File: src/rtl/alu8bit_pkg.sv
// Shared definitions for the alu8bit instruction sequencer: instruction
// layout, multi-cycle opcodes and sequencer state encoding.
package alu8bit_pkg;

  localparam int unsigned INSTR_W = 18;
  localparam int unsigned OP_HI   = 17;
  localparam int unsigned OP_LO   = 15;

  localparam logic [2:0] OP_MUL = 3'b110;
  localparam logic [2:0] OP_DIV = 3'b111;

  typedef enum logic [2:0] {
    ST_IDLE  = 3'd0,
    ST_EXEC  = 3'd1,
    ST_START = 3'd2,
    ST_WAIT  = 3'd3,
    ST_RESP  = 3'd4
  } state_t;

  // Multiply and divide need the start-pulse / wait sequence.
  function automatic logic is_multi(input logic [2:0] op);
    return (op == OP_MUL) || (op == OP_DIV);
  endfunction

endpackage

File: src/rtl/rr_arb2.sv
// Two-input round-robin arbiter. A lone requester always wins; on a tie
// the requester that was not granted last time wins.
module rr_arb2 (
  input  logic [1:0] valid,
  input  logic       last_id,
  input  logic       en,
  output logic [1:0] grant,
  output logic       grant_id
);

  // One-hot grant selection, suppressed entirely when not enabled.
  always_comb begin
    grant    = '0;
    grant_id = 1'b0;
    if (en) begin
      case (valid)
        2'b01: begin
          grant    = 2'b01;
          grant_id = 1'b0;
        end
        2'b10: begin
          grant    = 2'b10;
          grant_id = 1'b1;
        end
        2'b11: begin
          if (last_id) begin
            grant    = 2'b01;
            grant_id = 1'b0;
          end else begin
            grant    = 2'b10;
            grant_id = 1'b1;
          end
        end
        default: begin
          grant    = '0;
          grant_id = 1'b0;
        end
      endcase
    end
  end

endmodule

File: src/rtl/alu8bit_sched.sv
// Sequencer and two-port arbiter in front of the alu8bit datapath. Accepts
// one instruction at a time, drives the ALU instr/start timing for single-
// and multi-cycle opcodes, captures the results and returns them tagged
// with the requester id.
module alu8bit_sched
  import alu8bit_pkg::*;
#(
  parameter int unsigned START_CYCLES = 4,
  parameter int unsigned MC_LAT       = 8,
  parameter int unsigned ALU_LAT      = 1
) (
  input  logic               clk,
  input  logic               rst_n,
  input  logic               req0_valid,
  input  logic [INSTR_W-1:0] req0_instr,
  output logic               req0_ready,
  input  logic               req1_valid,
  input  logic [INSTR_W-1:0] req1_instr,
  output logic               req1_ready,
  output logic               resp_valid,
  input  logic               resp_ready,
  output logic               resp_id,
  output logic [7:0]         resp_result1,
  output logic [7:0]         resp_result2,
  output logic               resp_carry,
  output logic               resp_overflow,
  output logic               busy,
  output logic [INSTR_W-1:0] alu_instr,
  output logic               alu_start,
  input  logic [7:0]         alu_result1,
  input  logic [7:0]         alu_result2,
  input  logic               alu_carry,
  input  logic               alu_overflow
);

  localparam int unsigned CNT_MAX0 = (START_CYCLES > MC_LAT) ? START_CYCLES : MC_LAT;
  localparam int unsigned CNT_MAX  = (CNT_MAX0 > ALU_LAT) ? CNT_MAX0 : ALU_LAT;
  localparam int unsigned CNT_W    = (CNT_MAX > 1) ? $clog2(CNT_MAX) : 1;

  state_t             state;
  logic               last_id;
  logic [CNT_W-1:0]   cnt;
  logic [1:0]         grant;
  logic               grant_id;
  logic               arb_en;
  logic [INSTR_W-1:0] grant_instr;

  // Gating with rst_n keeps both ready outputs low while reset is held.
  assign arb_en = rst_n && (state == ST_IDLE);

  rr_arb2 u_arb (
    .valid    ({req1_valid, req0_valid}),
    .last_id  (last_id),
    .en       (arb_en),
    .grant    (grant),
    .grant_id (grant_id)
  );

  assign req0_ready  = grant[0];
  assign req1_ready  = grant[1];
  assign grant_instr = grant_id ? req1_instr : req0_instr;
  assign busy        = (state != ST_IDLE);

  // Sequencer: grant, drive ALU timing with one shared down-counter, capture, respond.
  always_ff @(posedge clk or negedge rst_n) begin
    if (!rst_n) begin
      state         <= ST_IDLE;
      last_id       <= 1'b1;
      cnt           <= '0;
      alu_instr     <= '0;
      alu_start     <= 1'b0;
      resp_valid    <= 1'b0;
      resp_id       <= 1'b0;
      resp_result1  <= '0;
      resp_result2  <= '0;
      resp_carry    <= 1'b0;
      resp_overflow <= 1'b0;
    end else begin
      case (state)
        ST_IDLE: begin
          if (|grant) begin
            alu_instr <= grant_instr;
            resp_id   <= grant_id;
            last_id   <= grant_id;
            if (is_multi(grant_instr[OP_HI:OP_LO])) begin
              state     <= ST_START;
              alu_start <= 1'b1;
              cnt       <= CNT_W'(START_CYCLES - 1);
            end else begin
              state <= ST_EXEC;
              cnt   <= CNT_W'(ALU_LAT - 1);
            end
          end
        end
        ST_EXEC: begin
          if (cnt == '0) begin
            resp_result1  <= alu_result1;
            resp_result2  <= alu_result2;
            resp_carry    <= alu_carry;
            resp_overflow <= alu_overflow;
            resp_valid    <= 1'b1;
            state         <= ST_RESP;
          end else begin
            cnt <= cnt - 1'b1;
          end
        end
        ST_START: begin
          if (cnt == '0) begin
            alu_start <= 1'b0;
            cnt       <= CNT_W'(MC_LAT - 1);
            state     <= ST_WAIT;
          end else begin
            cnt <= cnt - 1'b1;
          end
        end
        ST_WAIT: begin
          if (cnt == '0) begin
            resp_result1  <= alu_result1;
            resp_result2  <= alu_result2;
            resp_carry    <= alu_carry;
            resp_overflow <= alu_overflow;
            resp_valid    <= 1'b1;
            state         <= ST_RESP;
          end else begin
            cnt <= cnt - 1'b1;
          end
        end
        ST_RESP: begin
          if (resp_ready) begin
            resp_valid <= 1'b0;
            state      <= ST_IDLE;
          end
        end
        default: begin
          state     <= ST_IDLE;
          alu_start <= 1'b0;
        end
      endcase
    end
  end

endmodule

File: config.mk
export PLATFORM = sky130hd
export DESIGN_NAME = alu8bit_sched
export DESIGN_NICKNAME = d
export VERILOG_FILES = /design/src/rtl/alu8bit_pkg.sv /design/src/rtl/rr_arb2.sv /design/src/rtl/alu8bit_sched.sv
export SDC_FILE = /design/constraint.sdc
export NUM_CORES = 1
export LEC_CHECK = 0
export ABC_AREA = 1
export BUFFER_PORTS_ARGS = -buffer_cell sky130_fd_sc_hd__buf_2
export CAP_MARGIN = 20
export CORE_MARGIN = 5
export CORE_UTILIZATION = 46
export CTS_CLUSTER_DIAMETER = 30
export CTS_CLUSTER_SIZE = 28
export DETAILED_ROUTE_END_ITERATION = 8
export PLACE_DENSITY_LB_ADDON = 0.1
export SYNTH_ARGS = -nofsm -noshare
export SYNTH_HDL_FRONTEND = slang
export SYNTH_SLANG_ARGS = --single-unit
File: constraint.sdc
create_clock -name clk -period 1.9 [get_ports clk]
set_input_delay 0.38 -clock clk [delete_from_list [all_inputs] [get_ports clk]]
set_output_delay 0.38 -clock clk [all_outputs]
set_load 0.02 [all_outputs]
==> run metrics, run 1 <==
outcome=complete, no violations; Mapped Nets=roughly 320; Final period util=96.9%; RSZ-0062 raised after global routing=false; area grow syn2layout=31.1%; sequential area share after synthesis=a little over half; CP Class=flop to primary output; RePlAce Congestion=0.796; CTS tree=yes; crit start category=flop; die width=approximately 80 um; DP Wirelength=roughly 4100 um; synthesized area=approximately 0.0022 sq mm; routed wire length=~5400 um; gr usage total=between 10% and 20%; I/O pin count=about 100; worst hold path type=input port to async pin; crit end category=primary output; hold buffer count at cts=0; synthesized area per cell=~8.2 sq um; CTS clk-pin slew, worst paths=about 80 ps; share of cells above drive strength 1=about 37%; max_slew headroom=71.1%; Tmin final=between 1500 and 2000 ps; Pwr per Cell Area=between 1500 and 2000 mW/mm^2; CP Max Fanout=2; core area=between 0.004 and 0.005 sq mm; Post-route DRC=0; Gate Count Post-Synth=263; final setup TNS=0 ps; final core occ=61.1%; initial antenna violation count=1; number of global-route vias before repair=approximately 2000; Final Hold Fails=0; Arr. time, crit path=around 1500 ps; worst slew pin tran=between 400 and 500 ps; fin. max-slew vios=0; Die H=a little under 80 um; Clock Skews=2.52 ps; via count=a little over 2000; CTS max path bufs=2; Critical Path RT=between 1500 and 2000 ps; DR WL/cell=approximately 13 um; antenna viol nets, final=0; Leakage Power=about 0.0016 uW; Iteration-0 DRC Markers=82; Antenna diodes=0; Port Buffers=100; Yosys reg bits=46; DIE AREA=~0.006 sq mm; cts bufs inserted=5; endpoints failing setup=0; floorplan row count=25; final layout net count=approximately 430; Clock Sinks=46; H-tree levels=2; global-route wire length before repair=8920 um; Final WS setup=just under 60 ps; Pre-Repair DR Iteration Count=4; largest net degree at the start of global routing=36; Initial Utilization=between 40 and 50%; Netlist cell types=27; VDD IR max=between 0.0008 and 0.0009 V; pre-CTS WS=317 ps; Worst-Skew Late Latency=roughly 290 ps; FMAX=543 MHz; root buf cell=clkbuf_8; Max-Cap Viols=0; number of setup buffers added after CTS=0; global route overflow=0; Synth Warn #=0; vias per cell=between 4 and 5
-- synth_stat cells --
cell type    n  area [sq um]
nor2_1      30           113
buf_4        3          22.5
nand2_1    110           413
o21ai_0      3          15.0
inv_4        1          6.26
nor3_1       1          5.00
a21oi_4      1          16.3
nand3_2      1          10.0
inv_2        7          26.3
nand2_4      1          11.3
nand3_1      5          25.0
nor2_2       1          6.26
inv_1        9          33.8
nor2_4       2          22.5
dfrtp_1     45          1130
o21ai_1      2          10.0
xnor2_1      1          8.76
a31oi_1     17           106
nand2_2      5          31.3
buf_2        5          25.0
buf_6        1          11.3
a21oi_1      6          30.0
o31ai_1      1          7.51
ha_1         2          25.0
a2111oi_0    1          8.76
dfstp_2      1          26.3
o21ai_4      1          16.3
-- path summary, 6_finish.rpt --
kind	from	end	slack (ps)	cells past startpoint
worst max-delay path	last_id	req0_ready	60	3
worst min-delay path	rst_n	resp_valid	80	2
worst max register to register	state[1]	alu_start	340	11
worst min register to register	resp_result1[7]	resp_result1[7]	480	2
max in group asynchronous	rst_n	last_id	1370	2
min in group clk	alu_result1[2]	resp_result1[2]	270	3
-- cells in the final DEF (no fill, tap or decap), types with 2 or more instances in the layout --
| cell | Yosys | layout |
|---|---|---|
| nor2_4 | 2 | 2 |
| dfrtp_1 | 45 | 45 |
| inv_1 | 9 | 9 |
| nor2_1 | 30 | 30 |
| inv_4 | 1 | 2 |
| buf_2 | 5 | 100 |
| a31oi_1 | 17 | 17 |
| nand3_1 | 5 | 5 |
| nand2_1 | 110 | 110 |
| a21oi_1 | 6 | 6 |
| clkbuf_8 | 0 | 7 |
| o21ai_1 | 2 | 2 |
| ha_1 | 2 | 2 |
| nand2_2 | 5 | 5 |
| buf_4 | 3 | 6 |
| o21ai_0 | 3 | 3 |
| inv_2 | 7 | 6 |
-- power by group --
group,internal (uW),total (uW),switching [uW],leakage (uW)
Clock,334,661,327,0.0000544
Combinational,868,2520,1650,0.000966
Sequential,1470,1750,280,0.000545
-- layout make-up --
type / count / area (sq um)
clock buffer: 7 / 96.3
clock inverter: 1 / 8.76
fill: 453 / 1800
inverter: 17 / 68.8
multi-input combinational: 191 / 890
sequential: 46 / 1150
tap: 54 / 67.6
timing repair buffer: 106 / 546
-- flip-flops by register name, summed over array words and instances, names as in the netlist --
register       flops
resp_result2       8
state              3
alu_start          1
last_id            1
resp_carry         1
resp_valid         1
resp_overflow      1
cnt                3
resp_id            1
resp_result1       8
alu_instr         18
-- kinds of logic (layout without fill, tap and decap cells) --
logic type / count (synthesis) / after routing / synth area share, %
buffers and inverters: 26 / 131 / 5.80
DFF: 46 / 46 / 53.4
and+or+nand+nor: 156 / 156 / 29.5
xor gates and xnor gates: 1 / 1 / 0.406
adders and majority gates: 2 / 2 / 1.16
AOI/OAI and AO/OA: 32 / 32 / 9.74
-- layer usage --
metal / track usage [%] / share of wire (%) / up-vias
li1: - / - / 1037
met1: 22.9 / 45 / 905
met2: 30.1 / 45 / 72
met3: 5.28 / 8.7 / 7
met4: 5.24 / 0.85 / 2
met5: 0 / 0.13 / -
-- metrics by stage --
step | instance area (sq um) | cells | hold slack, ps | total power (uW)
final | 2830 | 422 | 83.7 | 4930
after global placement | 2710 | 414 | 385 | 4250
after CTS | 2820 | 422 | 64.6 | 4990
after detailed placement | 2710 | 414 | 389 | 4310
after global routing | 2830 | 422 | 93.3 | 5340
after floorplan | 2160 | 263 | 84.4 | 3510
-- critical path, stage by stage, from the launching register on --
cell and delay, ps:
dfstp_2 560, inv_1 60, a2111oi_1 310, buf_2 230
-- repair_timing --
| action | in CTS | in global routing |
|---|---|---|
| endpoints found under the setup margin | 0 | 1 |
| gates resized for setup | 0 | 2 |
| endpoints found under the hold margin | 0 | 0 |
Power figures use the tool's default switching activity.
==> inputs of run 2 (changes only) <==
--- a/config.mk
+++ b/config.mk
@@ -9,11 +9,12 @@
 export BUFFER_PORTS_ARGS = -buffer_cell sky130_fd_sc_hd__buf_2
 export CAP_MARGIN = 20
 export CORE_MARGIN = 5
-export CORE_UTILIZATION = 46
+export CORE_UTILIZATION = 47
 export CTS_CLUSTER_DIAMETER = 30
 export CTS_CLUSTER_SIZE = 28
 export DETAILED_ROUTE_END_ITERATION = 8
 export PLACE_DENSITY_LB_ADDON = 0.1
 export SYNTH_ARGS = -nofsm -noshare
 export SYNTH_HDL_FRONTEND = slang
+export SYNTH_HIERARCHICAL = 1
 export SYNTH_SLANG_ARGS = --single-unit
==> run 2 against run 1 <==
Via count rose by 3.3%. First-iteration DRC count is 6.1% lower. Wire length grew 1.6%. Highest routed layer is now met4. Final area grew 7.3%. Core utilization is 3.6 points higher. Largest power group unchanged.
==> run metrics, run 2 <==
vias per cell=about 4.7; Reg-to-Reg Start=state[1]; area grow syn2layout=33.9%; P_sw=between 2000 and 2500 uW; Clock Sinks=between 40 and 50; Gate Count Post-Synth=approximately 280; Antenna diodes=0; Top FF cell, synth=dfrtp_1; Post-route DRC=0; Netlist cell types=24; CP Launch Point=state[1]; CP Class=flop to primary output; Arr. time, crit path=about 1500 ps; FMAX=roughly 530 MHz; FFs w/ async S/R, synth=100%; routed wire length=roughly 5500 um; Max-Cap Viols=0; hold buffer count at cts=0; Final WS setup=17.3 ps; max FFs per register=18; final core occ=between 60% and 70%; critical path's largest stage delay=roughly 430 ps; gr usage total=between 10% and 20%; I/O pin count=101; Final Hold Fails=0; via count=approximately 2100; Clock Skews=roughly 9.4 ps; max_slew headroom=between 60% and 70%; Iteration-0 DRC Markers=slightly below 80; Cell Area, Placed=~0.0028 sq mm; DP Wirelength=~4000 um; most frequent cell after synthesis=nand2_1; biggest registers after layout=alu_instr (18), resp_result1 (8), resp_result2 (8); Port Buffers=100; Worst-Skew Late Latency=around 310 ps; Largest delay share family, worst path=simple AND/OR/NAND/NOR gates; worst hold path type=input port to async pin; Seq pwr share=34.7%; WP depth=6; largest net degree at the start of global routing=47; Pwr per Cell Area=1640 mW/mm^2; area leader, netlist=dfrtp_1; commonest non-fill, non-tap cells in the layout=108 x nand2_1, 98 x buf_2, 45 x dfrtp_1, 25 x o21ai_0, 21 x inv_1; VDD IR max=0.000825 V; Mapped Nets=between 300 and 400; worst path buffer plus inverter count=1; Pre-Repair DR Iteration Count=4; RSZ-0062 raised after global routing=true; worst slew pin tran=576 ps; floorplan row count=25; Tmin final=about 1900 ps; DR WL/cell=between 10 and 15 um; final layout net count=around 450; CTS max path bufs=2; fin area=roughly 0.003 sq mm; global route overflow=0; share of cells above drive strength 1=between 30% and 40%; Critical Path End=req0_ready; Reg with most FFs=alu_instr; synthesized area per cell=8.13 sq um; top post-synthesis cells by count=114 x nand2_1, 45 x dfrtp_1, 26 x o21ai_0; slack of the worst reg-to-reg path=~90 ps; number of global-route vias before repair=approximately 2000; synthesized area=around 0.0023 sq mm; core area=0.00469 sq mm; fin. max-slew vios=0; RePlAce Congestion=0.794; cells along the critical path=nor2_4, nand2_4, nor2_4, nand2_2, a21oi_2, buf_4; initial antenna violation count=0; cts bufs inserted=5; commonest non-fill, non-tap cell in the layout=nand2_1; FF-to-FF path depth=10; crit start category=flop; Yosys reg bits=46; endpoints failing setup=0; CTS clk-pin slew, worst paths=90 ps; Layout fillers=between 400 and 500; Die H=79.5 um; pre-CTS WS=-4.19 ps; CP Max Fanout=3; sequential area share after synthesis=between 50% and 60%; antenna viol nets, final=0; combinational power share=about 53%; slowest CP cell=dfrtp_1; outcome=complete, no violations; die width=between 70 and 80 um; Critical Path RT=roughly 1500 ps; CP dominant cell by count=nor2_4; P_int=2740 uW; Leakage Power=~0.0016 uW; Final period util=between 90% and 100%; Post-synth EDFFs=0; post-synth top area share=49.7%; DIE AREA=between 0.006 and 0.007 sq mm; Initial Utilization=between 40 and 50%; global-route wire length before repair=9020 um; root buf cell=clkbuf_8; switch share=between 40% and 50%; clock group share of total power=approximately 13%; CTS tree=yes; H-tree levels=2; Area contributors post-synth=dfrtp_1 50%, nand2_1 19%, o21ai_0 5.7%; Synth Warn #=6; crit end category=primary output; end of the worst register-to-register path=alu_instr[5]
==> run 2: changes by cell type after synthesis, moves of 3 or more <==
| cell | previous run | this run |
|---|---|---|
| or2_2 | 0 | 16 |
| inv_1 | 9 | 22 |
| nand2_1 | 110 | 114 |
| o21a_1 | 0 | 17 |
| a31oi_1 | 17 | 0 |
| inv_2 | 7 | 1 |
| o21ai_0 | 3 | 26 |
| nor2_1 | 30 | 7 |
| a21oi_1 | 6 | 3 |
| nand2_2 | 5 | 0 |
==> run 2: cells by family (layout without fill, tap and decap cells) <==
group	after synthesis	count (layout)	share of synthesized area, %
buffers and inverters	34	144	7.06
xor gates and xnor gates	1	1	0.386
AOI/OAI and AO/OA	48	48	13.0
DFF	46	46	50.8
adders and majority gates	2	2	1.10
and+or+nand+nor	148	148	27.6
==> run 2: cell type report <==
class,count,area (sq um),share of cell area [%]
timing repair buffer,113,623,20.5
multi-input combinational,199,1010,33.2
inverter,23,88.8,2.93
clock buffer,5,68.8,2.27
clock inverter,3,26.3,0.866
sequential,46,1150,38.0
tap,54,67.6,2.23
==> run 2: worst min path at each step <==
stage	startpoint	endpoint	slack (ps)	cells after the start
floorplan	rst_n	alu_instr[0]	80	0
global placement	resp_result1[2]	resp_result1[2]	450	2
detailed placement	resp_result1[2]	resp_result1[2]	450	2
CTS	rst_n	resp_result1[2]	210	2
global route	rst_n	resp_id	240	2
finish	rst_n	alu_instr[12]	180	2
==> run 2: what timing repair did <==
| item | 4_1_cts | 5_1_grt |
|---|---|---|
| pin swaps | 2 | 5 |
| buffers inserted | 0 | 6 |
| resized for setup | 4 | 13 |
| endpoints found under the setup margin | 5 | 25 |
| gates cloned | 0 | 0 |
==> run 2: power by group through the flow <==
stage	clock [uW]	combinational [uW]	sequential, uW
floorplan	0	1210	2230
global placement	0	2440	1730
detailed placement	0	2490	1740
CTS	662	2510	1730
global route	698	2920	1790
finish	636	2620	1730
==> run 2: per-stage QoR <==
stage | hold WS, ps | cells | setup TNS [ps] | total power, uW
CTS | 206 | 437 | 0 | 4900
global route | 237 | 443 | -418 | 5400
floorplan | 84.4 | 279 | 0 | 3440
detailed placement | 453 | 429 | -4.19 | 4230
finish | 176 | 443 | 0 | 4980
global placement | 450 | 429 | 0 | 4180
==> run 2: routing by layer <==
metal	track usage [%]	vias up	wire (um)
met1	23.3	938	2510
met3	3.61	7	303
li1	-	1090	-
met2	30.0	54	2640
met5	0	-	0
met4	6.70	0	74
==> inputs of run 3 (changes only) <==
--- a/config.mk
+++ b/config.mk
@@ -9,11 +9,12 @@
 export BUFFER_PORTS_ARGS = -buffer_cell sky130_fd_sc_hd__buf_2
 export CAP_MARGIN = 20
 export CORE_MARGIN = 5
-export CORE_UTILIZATION = 47
+export CORE_UTILIZATION = 51
 export CTS_CLUSTER_DIAMETER = 30
 export CTS_CLUSTER_SIZE = 28
 export DETAILED_ROUTE_END_ITERATION = 8
 export PLACE_DENSITY_LB_ADDON = 0.1
+export RECOVER_POWER = 25
 export SYNTH_ARGS = -nofsm -noshare
 export SYNTH_HDL_FRONTEND = slang
 export SYNTH_HIERARCHICAL = 1
==> constraint.sdc (replaced) <==
create_clock -name clk -period 2.3 [get_ports clk]
set_input_delay 0.46 -clock clk [delete_from_list [all_inputs] [get_ports clk]]
set_output_delay 0.46 -clock clk [all_outputs]
set_load 0.02 [all_outputs]
==> run 3 against run 2 <==
Sequential share of layout area increased by 1.9 points. Critical path depth did not move. Final cell count is 2.5% lower. Highest routed layer unchanged. Register-to-register slack better by 160 ps.
==> run metrics, run 3 (synthesized netlist as in run 2, its figures left out) <==
root buf cell=clkbuf_8; DIE AREA=between 0.005 and 0.006 sq mm; antenna viol nets, final=0; I/O pin count=between 100 and 150; worst hold path type=input port to flop; Reg-to-Reg Start=state[0]; Post-CTS Resized=0; Clock Skews=roughly 11 ps; hold buffer count at cts=0; Final Hold Fails=0; crit end category=primary output; commonest non-fill, non-tap cell in the layout=nand2_1; Layout fillers=around 390; gr usage total=18.2%; cts bufs inserted=5; final core occ=about 67%; max_slew headroom=about a quarter; share of cells above drive strength 1=34.7%; Antenna diodes=0; worst hold endpoint=resp_result2[4]; global route overflow=0; Critical Path RT=between 1500 and 2000 ps; CTS clk-pin slew, worst paths=approximately 90 ps; Port Buffers=100; critical hold path startpoint=alu_result2[4]; Final period util=between 80% and 90%; H-tree levels=2; RePlAce Congestion=0.791; via count=between 2000 and 2500; critical path's largest stage delay=between 400 and 500 ps; die width=roughly 77 um; CTS tree=yes; DP Wirelength=~3900 um; CP Class=flop to primary output; Reg with most FFs=alu_instr; Min-Delay Path Depth=3; Iteration-0 DRC Markers=105; Arr. time, crit path=~1600 ps; core area=0.00432 sq mm; largest net degree at the start of global routing=47; routed wire length=approximately 5300 um; fin. max-slew vios=0; CP Max Fanout=6; Worst-Skew Late Latency=about 300 ps; area grow syn2layout=27.6%; Clock Sinks=46; final setup TNS=0 ps; number of global-route vias before repair=just over 2000; global-route wire length before repair=about 8900 um; cells along the critical path=nor2_4, nand2_4, nor2_1, nand2_1, a21oi_1, buf_2; outcome=complete, no violations; Initial Utilization=between 50% and 60%; Pre-Repair DR Iteration Count=4; Post-route DRC=0; DR WL/cell=around 12 um; endpoints failing setup=0; Leakage Power=about 0.0016 uW; vias per cell=~4.9; Die H=76.7 um; FF-to-FF path depth=10; VDD IR max=between 0.0007 and 0.0008 V; floorplan row count=24; number of setup buffers added after CTS=0; max FFs per register=18; initial antenna violation count=0; RSZ-0062 raised after global routing=false; slowest CP cell=dfrtp_1; commonest non-fill, non-tap cells in the layout=114 x nand2_1, 99 x buf_2, 45 x dfrtp_1, 26 x o21ai_0, 22 x inv_1; final layout net count=440; worst slew pin tran=1120 ps; Pwr per Cell Area=~1400 mW/mm^2; FMAX=between 400 and 500 MHz; end of the worst register-to-register path=alu_instr[4]; CTS max path bufs=2; slack of the worst reg-to-reg path=between 200 and 300 ps; Max-Cap Viols=0; crit start category=flop; biggest registers after layout=alu_instr (18), resp_result1 (8), resp_result2 (8); Tmin final=2060 ps
==> run 3: cell types whose count changed in the layout (fill, tap and decap cells not counted), moves of 2 or more <==
cell / delta
buf_4: -10
nand2_1: +6
nand2_2: -5
a21oi_1: +3
inv_6: -3
a21oi_4: -2
buf_6: -2
==> run 3: report_power, final <==
part / internal, uW / switching, uW / total [uW] / leakage (uW)
Sequential: 1210 / 206 / 1410 / 0.000548
Clock: 242 / 276 / 517 / 0.0000472
Combinational: 719 / 1270 / 1990 / 0.000964
==> run 3: worst max-delay path by stage <==
stage	slack, ps	start	end	cells past startpoint
CTS	200	state[0]	alu_instr[4]	10
global placement	350	state[0]	state[1]	12
floorplan	220	state[0]	alu_instr[10]	10
global route	30	state[0]	alu_instr[4]	10
finish	240	state[0]	req1_ready	6
detailed placement	230	state[0]	alu_instr[4]	10
==> run 3: through the flow <==
stage | instance area (sq um) | hold slack (ps) | cells | power [uW] | setup WS [ps]
after global routing | 2890 | 341 | 432 | 4270 | 29.5
after detailed placement | 2800 | 453 | 424 | 3450 | 233
after floorplan | 2270 | 164 | 279 | 2830 | 220
final | 2890 | 353 | 432 | 3920 | 244
after global placement | 2800 | 449 | 424 | 3400 | 352
after CTS | 2900 | 291 | 432 | 3980 | 203
==> run 3: layout make-up <==
type	instances	area [sq um]	share of cell area, %
sequential	46	1150	39.8
tap	52	65.1	2.25
clock buffer	6	82.6	2.85
clock inverter	2	12.5	0.433
inverter	23	86.3	2.98
multi-input combinational	199	955	33.0
timing repair buffer	104	539	18.6
==> run 3: routing by layer <==
metal	routed length (um)	vias up	GRT usage, %	share of wire, %
li1	-	1068	-	-
met1	2350	963	23.1	45
met2	2460	58	29.1	47
met3	401	7	6.67	7.6
met4	52	0	4.90	0.99
met5	0	-	0	0
==> run 3: worst max-delay path, delay by kind of cell, from the launching register on <==
family                 cells  cell delay [ps]
and+or+nand+nor            4              490
AOI/OAI and AO/OA          1              160
buffers and inverters      1              200
DFF                        1              450
